`src/rtl/harvos_dmem_arb.sv`:
```
// Two-master round-robin arbiter in front of a single-outstanding DMEM slave port.
// Define HARVOS_DMEM_ARB_TIMEOUT_EN to enable the WAIT timeout fault.
module harvos_dmem_arb #(
    parameter int unsigned TIMEOUT_CYCLES = 16
) (
    input  logic        clk,
    input  logic        rst,

    input  logic        m0_req,
    input  logic        m0_we,
    input  logic [3:0]  m0_be,
    input  logic [31:0] m0_addr,
    input  logic [31:0] m0_wdata,
    output logic        m0_gnt,
    output logic        m0_rvalid,
    output logic [31:0] m0_rdata,
    output logic        m0_fault,

    input  logic        m1_req,
    input  logic        m1_we,
    input  logic [3:0]  m1_be,
    input  logic [31:0] m1_addr,
    input  logic [31:0] m1_wdata,
    output logic        m1_gnt,
    output logic        m1_rvalid,
    output logic [31:0] m1_rdata,
    output logic        m1_fault,

    output logic        s_req,
    output logic        s_we,
    output logic [3:0]  s_be,
    output logic [31:0] s_addr,
    output logic [31:0] s_wdata,
    input  logic        s_rvalid,
    input  logic [31:0] s_rdata,
    input  logic        s_fault
);

    if (TIMEOUT_CYCLES < 2 || TIMEOUT_CYCLES > 255) begin : g_bad_timeout
        $error("harvos_dmem_arb: TIMEOUT_CYCLES must be in 2..255");
    end

    typedef enum logic {
        IDLE = 1'b0,
        WAIT = 1'b1
    } state_t;

    state_t state;
    logic   owner;   // master that owns the outstanding access
    logic   prio;    // master that wins when both request

    logic   tmo;
    logic   arb;
    logic   gnt;
    logic   pick;
    logic   done;
    logic   cpl;

`ifdef HARVOS_DMEM_ARB_TIMEOUT_EN
    localparam logic [7:0] TMO_LIMIT = 8'(TIMEOUT_CYCLES);
    logic [7:0] tmo_cnt;

    assign tmo = !rst && (state == WAIT) && (tmo_cnt == TMO_LIMIT);
`else
    assign tmo = 1'b0;
`endif

    // A completing WAIT cycle doubles as an arbitration cycle; a timeout cycle never grants.
    always_comb begin
        arb  = !rst && !tmo && ((state == IDLE) || s_rvalid);
        pick = (m0_req && m1_req) ? prio : m1_req;
        gnt  = arb && (m0_req || m1_req);
        done = !rst && (state == WAIT) && s_rvalid && !tmo;
        cpl  = done || tmo;
    end

    always_comb begin
        m0_gnt  = gnt && !pick;
        m1_gnt  = gnt && pick;
        s_req   = gnt;
        s_we    = 1'b0;
        s_be    = '0;
        s_addr  = '0;
        s_wdata = '0;
        if (gnt) begin
            s_we    = pick ? m1_we    : m0_we;
            s_be    = pick ? m1_be    : m0_be;
            s_addr  = pick ? m1_addr  : m0_addr;
            s_wdata = pick ? m1_wdata : m0_wdata;
        end
    end

    // Completions go to the owner only; data and fault stay zero unless rvalid is high.
    always_comb begin
        m0_rvalid = cpl && !owner;
        m1_rvalid = cpl && owner;
        m0_rdata  = (done && !owner) ? s_rdata : '0;
        m1_rdata  = (done && owner)  ? s_rdata : '0;
        m0_fault  = m0_rvalid && (done ? s_fault : 1'b1);
        m1_fault  = m1_rvalid && (done ? s_fault : 1'b1);
    end

    always_ff @(posedge clk) begin
        if (rst) begin
            state <= IDLE;
            owner <= 1'b0;
            prio  <= 1'b0;
        end else if (gnt) begin
            state <= WAIT;
            owner <= pick;
            prio  <= !pick;
        end else if ((state == WAIT) && (s_rvalid || tmo)) begin
            state <= IDLE;
        end
    end

`ifdef HARVOS_DMEM_ARB_TIMEOUT_EN
    always_ff @(posedge clk) begin
        if (rst || gnt) begin
            tmo_cnt <= '0;
        end else if ((state == WAIT) && !s_rvalid && !tmo) begin
            tmo_cnt <= tmo_cnt + 8'd1;
        end
    end
`endif

endmodule

```
`config.mk`:
```
export PLATFORM = sky130hd
export DESIGN_NAME = harvos_dmem_arb
export DESIGN_NICKNAME = d
export VERILOG_FILES = /design/src/rtl/harvos_dmem_arb.sv
export SDC_FILE = /design/constraint.sdc
export NUM_CORES = 1
export LEC_CHECK = 0
export ABC_AREA = 1
export BUFFER_PORTS_ARGS = -buffer_cell sky130_fd_sc_hd__buf_2
export CORE_AREA = 2 2 121 123
export DETAILED_ROUTE_END_ITERATION = 16
export DIE_AREA = 0 0 123 125
export PLACE_DENSITY = 0.58
export RECOVER_POWER = 25
export SETUP_SLACK_MARGIN = 0.05
export SLEW_MARGIN = 20
export SYNTH_ARGS = -nofsm -noshare
export SYNTH_HDL_FRONTEND = slang
export SYNTH_SLANG_ARGS = --single-unit
```
`constraint.sdc`:
```
create_clock -name clk -period 1.4 [get_ports clk]
set_clock_uncertainty 0.2 [all_clocks]
set_input_delay 0.35 -clock clk [delete_from_list [all_inputs] [get_ports clk]]
set_output_delay 0.35 -clock clk [all_outputs]
set_load 0.01 [all_outputs]
```
== After elaboration in Yosys (flattened, before gate mapping) ==
Index checks and enable logic that the tools add are counted.
Word-level totals
  register bits after elaboration: 3
  input port bits: 176
  output and inout port bits: 140
  logic and storage cells: 36
Cells by class
  multiplexer cells: 14
  bitwise operators: 1
  reductions and logical operators: 18
Operator list (number)
  two-way mux 32 bit: 6
  logical AND 1 bit: 12
  two-way mux 4 bit: 2
  two-way mux 1 bit: 6
  zero test 1 bit: 3
  logical OR 1 bit: 2
  nonzero test 2 bit: 1
  NOT 1 bit: 1

== Depth between registers and ports, before layout ==
Gate-level depths: netlist of the first run.
  depth after elaboration: 5
  mapped depth: 7
  depth with buffers taken out: 6

== Least setup slack after synthesis of the first run ==
OpenSTA, ideal clock, no wires.
  kind: register to output
  from: register prio
  to: output s_addr[31]
  arrival: 1.106 ns
  data required time: 0.850 ns
  slack: -0.256 ns
  stages on the path, launching flop included: 6
  path buffers: 1
  cell sequence: dfxtp_1 inv_2 a21oi_4 buf_6 nand2_1 a21oi_1
Between the ends
  longest elaborated chain between the ends: 3
RTL lines
  start: declaration: line 50  | logic prio;
  start signal: assignment: line 111  | prio <= !pick;
  two-way mux 1 bit: line 71  | pick = (m0_req && m1_req) ? prio : m1_req;
  two-way mux 32 bit: line 88  | s_addr = pick ? m1_addr : m0_addr;
  two-way mux 32 bit: line 85  | if (gnt) begin
  end: declaration: line 32  | output logic [31:0] s_addr,
Every way passes these cells.

== Worst setup path after layout of the first run ==
  from: input m0_req
  to: output s_wdata[2]
Between the ends
  longest elaborated chain between the ends: 4
  elaborated cells between the ends (all ways): 6
  classes of those cells: mux (3); reduce/logical (3)
RTL lines
  start: declaration: line 9  | input logic m0_req,
  logical AND 1 bit: line 71
  two-way mux 1 bit: line 71
  two-way mux 32 bit: line 89  | s_wdata = pick ? m1_wdata : m0_wdata;
  two-way mux 32 bit *: line 85
  end: declaration: line 33  | output logic [31:0] s_wdata,
Mark *: on every way between the ends. The rest lies on a longest branch, timed or not.

==> metrics.yaml, run 1 <==
detailed_routing:
  wl_met3_um: 1020
  maxUsedRoutingLayer: "met4"
  drt-met1-wl_um: 4730
  drcViolationCount: 0
  dr_wl_met2_um: 6430
  dr.pass1.iters: 4
  viasPerCell: 4.01
  vias: 3590
  finalWirelength_um: 12300
  drtAntennaViolNets: 0
  dr.first_iter.drc_count: 70
  wire_per_inst_um: 13.7
power_and_ir_drop:
  ir_drop_uv: 295
  total_power_uw: 2140
  pwr-share-clk_pct: 21.3
  switching_share_pct: 41.9
  p_sw_uw: 894
  p_int_uw: 1240
  leakagePower_uw: 0.00295
  combPwrFrac_pct: 73.8
  power_frac_seq_pct: 4.9
  powerDensity_nw_per_um2: 371
clock_tree:
  cts_tree: "built"
  cts_buffers: 3
  clock-root-buffer: "clkbuf_16"
  htree_levels: 1
  cts_buffer_depth: 2
  ctsHoldBuffers: 0
  path_clk_slew_ps: 30
  cts.sinks: 3
  clock_latency_ps: 220
timing:
  slew_headroom_pct: 82.8
  max_freq_ghz: 0.493
  slew_viol_final: 0
  tightest_slew_ps: 258
  final-hold-violation-count: 0
  timing.hold.ws_ps: 156
  tns_ps: -72430
  setup_viol: 143
  rsz0062_at_grt: "yes"
  finalCritPeriodShare_pct: 145
  min_period_ps: 2030
  setup_slack_ps: -627
yosys:
  ys_seq_area_share_pct: 3.32
  synthCells: 364
  synth_cell_types: 14
  synth.net_count: 540
  avgSynthCellArea_um2: 4.97
  ys_seq_elements: 3
  ys_warn_count: 0
  syn-cell-area_um2: 1810
layout:
  synthToLayoutAreaGrowth_pct: 218
  final_layout_size_suffix_gt1_share_pct: 79.5
  n_antenna_cell: 0
  final_common_cell: "buf_2"
  final_cell_mix: "240 x buf_2, 110 x nand2_1, 83 x buf_6, 70 x a21oi_2, 69 x nor2_4"
  nets: 889
place:
  gp_congestion: 0.745
  place_hpwl_um: 8130
  io_buffers: 315
  dp_slack_ps: -599
floorplanning:
  design.die.area_um2: 15400
  initial_utilization_pct: 12.7
  rows: 44
  dieHeight_um: 125
  core_region_area_um2: 14200
  ioPinCount: 316
  fp.dieW_um: 123
min_path:
  hold_class: "primary input to flop"
job:
  max_cap_viol_count: 0
global_routing:
  grt_usage_pct: 13.5
  grt_max_degree: 39
  grt_pass1_wl_um: 16700
  antenna_found_initial: 0
  grt_pass1_vias: 3352
  overflow: 0
worst_setup_path:
  cp-end-kind: "primary output"
  start_kind: "primary input"
  crit_arrival_ps: 1480
  crit_fanout: 18
  critPathKind: "primary input to primary output"
  cp.required_ps: 850
status:
  failed_checks: "setup timing"
  status: "finished with violations"
power by group through the flow:
stage,Clock (uW),Sequential [uW],Combinational [uW]
CTS,476,104,1460
floorplan,0,102,709
global route,484,105,1700
detailed placement,0,103,1210
finish,455,104,1580
global placement,0,103,1210
cell usage after synthesis (all sizes together):
library cell	count	area [um^2]
nand2	147	552
a21oi	71	521
nor2	71	267
inv	42	158
buf	21	205
clkbuf	7	26.3
dfxtp	3	60.1
nand3	1	5.00
o21ai	1	16.3
kinds of logic (layout without fill, tap and decap cells):
group | count (synthesis) | after routing | synth area share [%]
AOI/OAI and AO/OA | 72 | 72 | 29.7
buffers and inverters | 70 | 418 | 21.5
and+or+nand+nor | 219 | 219 | 45.5
DFF | 3 | 3 | 3.32
critical path, stage by stage:
cell and delay, ps:
buf_4 150, inv_12 40, o21ai_4 250, buf_12 190, buf_12 150, nand2_1 70, a21oi_2 120, buf_2 140
routing by layer:
layer	track usage [%]	vias up
met5	0	-
met1	15.4	1588
met2	26.3	195
met3	2.28	4
met4	1.47	0
li1	-	1803
path summary, 6_finish.rpt:
check	start	to	slack (ps)	depth (start not counted)
worst min register to register	prio	prio	400	4
worst max register to register	state	owner	-90	7
worst max-delay path	m0_req	s_wdata[2]	-630	8
worst min-delay path	rst	state	160	2
stage by stage:
step           utilization, %  std cells  cell area [um^2]
5_1_grt                  40.5        896              5750
2_1_floorplan               -        364              2590
3_3_place_gp             30.7        860              4360
4_1_cts                  38.3        889              5440
3_5_place_dp             30.7        860              4360
6_report                 40.5        896              5750
timing repair:
action,4_1_cts,5_1_grt
gates resized for setup,113,68
endpoints found under the hold margin,0,0
setup buffers,15,6
pin swaps,7,15
setup endpoints to repair,142,143
gates cloned,10,6
flip-flops by register name (all words and copies together) (netlist names):
name and count:
owner 1, prio 1, state 1
cell type report:
class | instances | area [um^2]
Inverter | 42 | 201
Clock buffer | 4 | 78.8
Multi-Input combinational cell | 291 | 2180
Timing Repair Buffer | 372 | 2990
Tap cell | 184 | 230
Sequential cell | 3 | 66.3
Fill cell | 1445 | 8450
(Power assumes the default switching activity.)
==> inputs of run 2 (changes only) <==
Settings changed: CORE_AREA 2 2 121 123 to 2 2 122 124, DIE_AREA 0 0 123 125 to 0 0 124 126, PLACE_DENSITY 0.58 to 0.56.
Clock period 1.4 ns to 1.9 ns, I/O delays scaled along.
==> metrics.yaml, run 2 (same netlist as run 1, synthesis figures left out) <==
timing:
  rsz0062_at_grt: "yes"
  tns_ps: -25720  # +46,710 ps
  slew_headroom_pct: 82.2  # -0.56 points
  min_period_ps: 2170
  final-hold-violation-count: 0  # unchanged
  setup_slack_ps: -270  # +357 ps
  max_freq_ghz: 0.461
  slew_viol_final: 0  # unchanged
  finalCritPeriodShare_pct: 114
  tightest_slew_ps: 267  # +9.41 ps
  setup_viol: 140  # -2.1%
power_and_ir_drop:
  total_power_uw: 1570  # -26%
  leakagePower_uw: 0.00295  # about the same
  ir_drop_uv: 229  # -22%
  powerDensity_nw_per_um2: 285  # -23%
worst_setup_path:
  start_kind: "primary input"
  cp.required_ps: 1220  # +370 ps
  crit_arrival_ps: 1500  # +20 ps
  cp-end-kind: "primary output"
  crit_fanout: 5  # -13
  critPathKind: "primary input to primary output"
detailed_routing:
  dr.first_iter.drc_count: 72  # +2.9%
  dr.pass1.iters: 4  # unchanged
  wire_per_inst_um: 14.9  # +8.9%
  finalWirelength_um: 13400  # +9.2%
  drtAntennaViolNets: 0  # unchanged
  viasPerCell: 4.07  # +1.6%
  drcViolationCount: 0  # unchanged
  vias: 3655  # +1.8%
clock_tree:
  clock_latency_ps: 230  # about the same
  cts_buffer_depth: 2  # unchanged
  path_clk_slew_ps: 30  # about the same
  clock-root-buffer: "clkbuf_16"
  cts_buffers: 3  # unchanged
  htree_levels: 1  # unchanged
  cts.sinks: 3  # unchanged
  ctsHoldBuffers: 0  # unchanged
  cts_tree: "built"
layout:
  synthToLayoutAreaGrowth_pct: 204
  final_common_cell: "buf_2"
  final_layout_size_suffix_gt1_share_pct: 80.3  # +0.76 points
  nFillCells: 1474  # +2.0%
  largest_registers: "owner x1, prio x1, state x1"
  stdcell_count: 898  # +0.22%
  final_area_um2: 5510  # -4.2%
  nets: 891  # +0.22%
  n_antenna_cell: 0  # unchanged
  final_cell_mix: "261 x buf_2, 85 x nand2_1, 61 x a21oi_2, 57 x buf_6, 47 x nor2_4"
global_routing:
  grt_usage_pct: 13.8  # +0.39 points
  overflow: 0  # unchanged
  grt_max_degree: 33  # -15%
  grt_pass1_wl_um: 17000  # +1.7%
  antenna_found_initial: 0  # unchanged
  grt_pass1_vias: 3305  # -1.4%
floorplanning:
  ioPinCount: 316  # unchanged
  fp.dieW_um: 124  # +0.81%
  rows: 44  # unchanged
  core_region_area_um2: 14300  # +0.78%
  design.die.area_um2: 15600  # +1.6%
  dieHeight_um: 126  # +0.80%
  initial_utilization_pct: 12.6  # -0.098 points
status:
  status: "finished with violations"
  failed_checks: "setup timing"
min_path:
  hold_class: "primary input to flop"
place:
  gp_congestion: 0.813  # +9.2%
  place_hpwl_um: 8200  # +0.93%
  place_inst: 862  # +0.23%
  post_dp_cell_area_um2: 3760  # -14%
  io_buffers: 315  # unchanged
job:
  max_cap_viol_count: 0  # unchanged
==> run 2: changes by cell type in the layout (fill, tap and decap cells not counted), moves of 3 or more <==
cell | before | now
buf_8 | 1 | 4
buf_2 | 240 | 261
nand2_4 | 15 | 23
buf_4 | 16 | 21
a21oi_1 | 0 | 8
buf_6 | 83 | 57
buf_16 | 8 | 5
a21oi_2 | 70 | 61
nor2_1 | 1 | 12
nor2_2 | 1 | 12
inv_4 | 0 | 3
nor2_4 | 69 | 47
nand2_1 | 110 | 85
nand2_2 | 21 | 39
==> run 2: worst paths after layout <==
path | startpoint | to | slack [ps] | cells after the start
hold reg to reg | owner | owner | 430 | 4
setup / recovery | s_rvalid | m0_rdata[8] | -270 | 9
setup reg to reg | prio | owner | 310 | 9
hold / removal | rst | state | 230 | 2
==> run 2: report_power, final <==
part / total, uW / switching, uW / internal, uW
Sequential: 75.0 / 5.51 / 69.5
Combinational: 1160 / 595 / 564
Clock: 337 / 59.9 / 277
Total: 1570 / 661 / 910
==> run 2: worst max-delay path: stages <==
cell,delay (ps)
buf_8,80
buf_6,90
nand2_4,40
nor2_4,170
nand2_4,130
buf_12,160
buf_12,140
nor2_2,80
buf_2,120
==> run 2: repair_timing <==
item / CTS / global route
setup buffers: 17 / 5
gates resized for setup: 122 / 191
cloned: 13 / 6
pin swaps: 10 / 28
endpoints found under the setup margin: 140 / 140
==> run 2: final cells by class <==
| class | instances | area, um^2 | share of cell area, % |
|---|---|---|---|
| Clock buffer | 4 | 78.8 | 1.43 |
| Inverter | 42 | 175 | 3.18 |
| Multi-Input combinational cell | 291 | 2110 | 38.3 |
| Sequential cell | 3 | 62.6 | 1.14 |
| Tap cell | 184 | 230 | 4.18 |
| Timing Repair Buffer | 374 | 2850 | 51.7 |
==> run 2: layer usage <==
layer	track usage, %	part of all wire [%]
met5	0	0
met4	2.78	1.3
met3	2.17	7.6
met2	25.0	53
met1	17.1	38
==> run 2: stage by stage <==
stage | utilization, % | setup WS [ps] | hold WS (ps)
floorplan | - | 19.8 | 260
global placement | 26.3 | -300 | 344
detailed placement | 26.3 | -291 | 343
CTS | 33.3 | -279 | 224
global route | 38.5 | -317 | 234
finish | 38.5 | -270 | 231
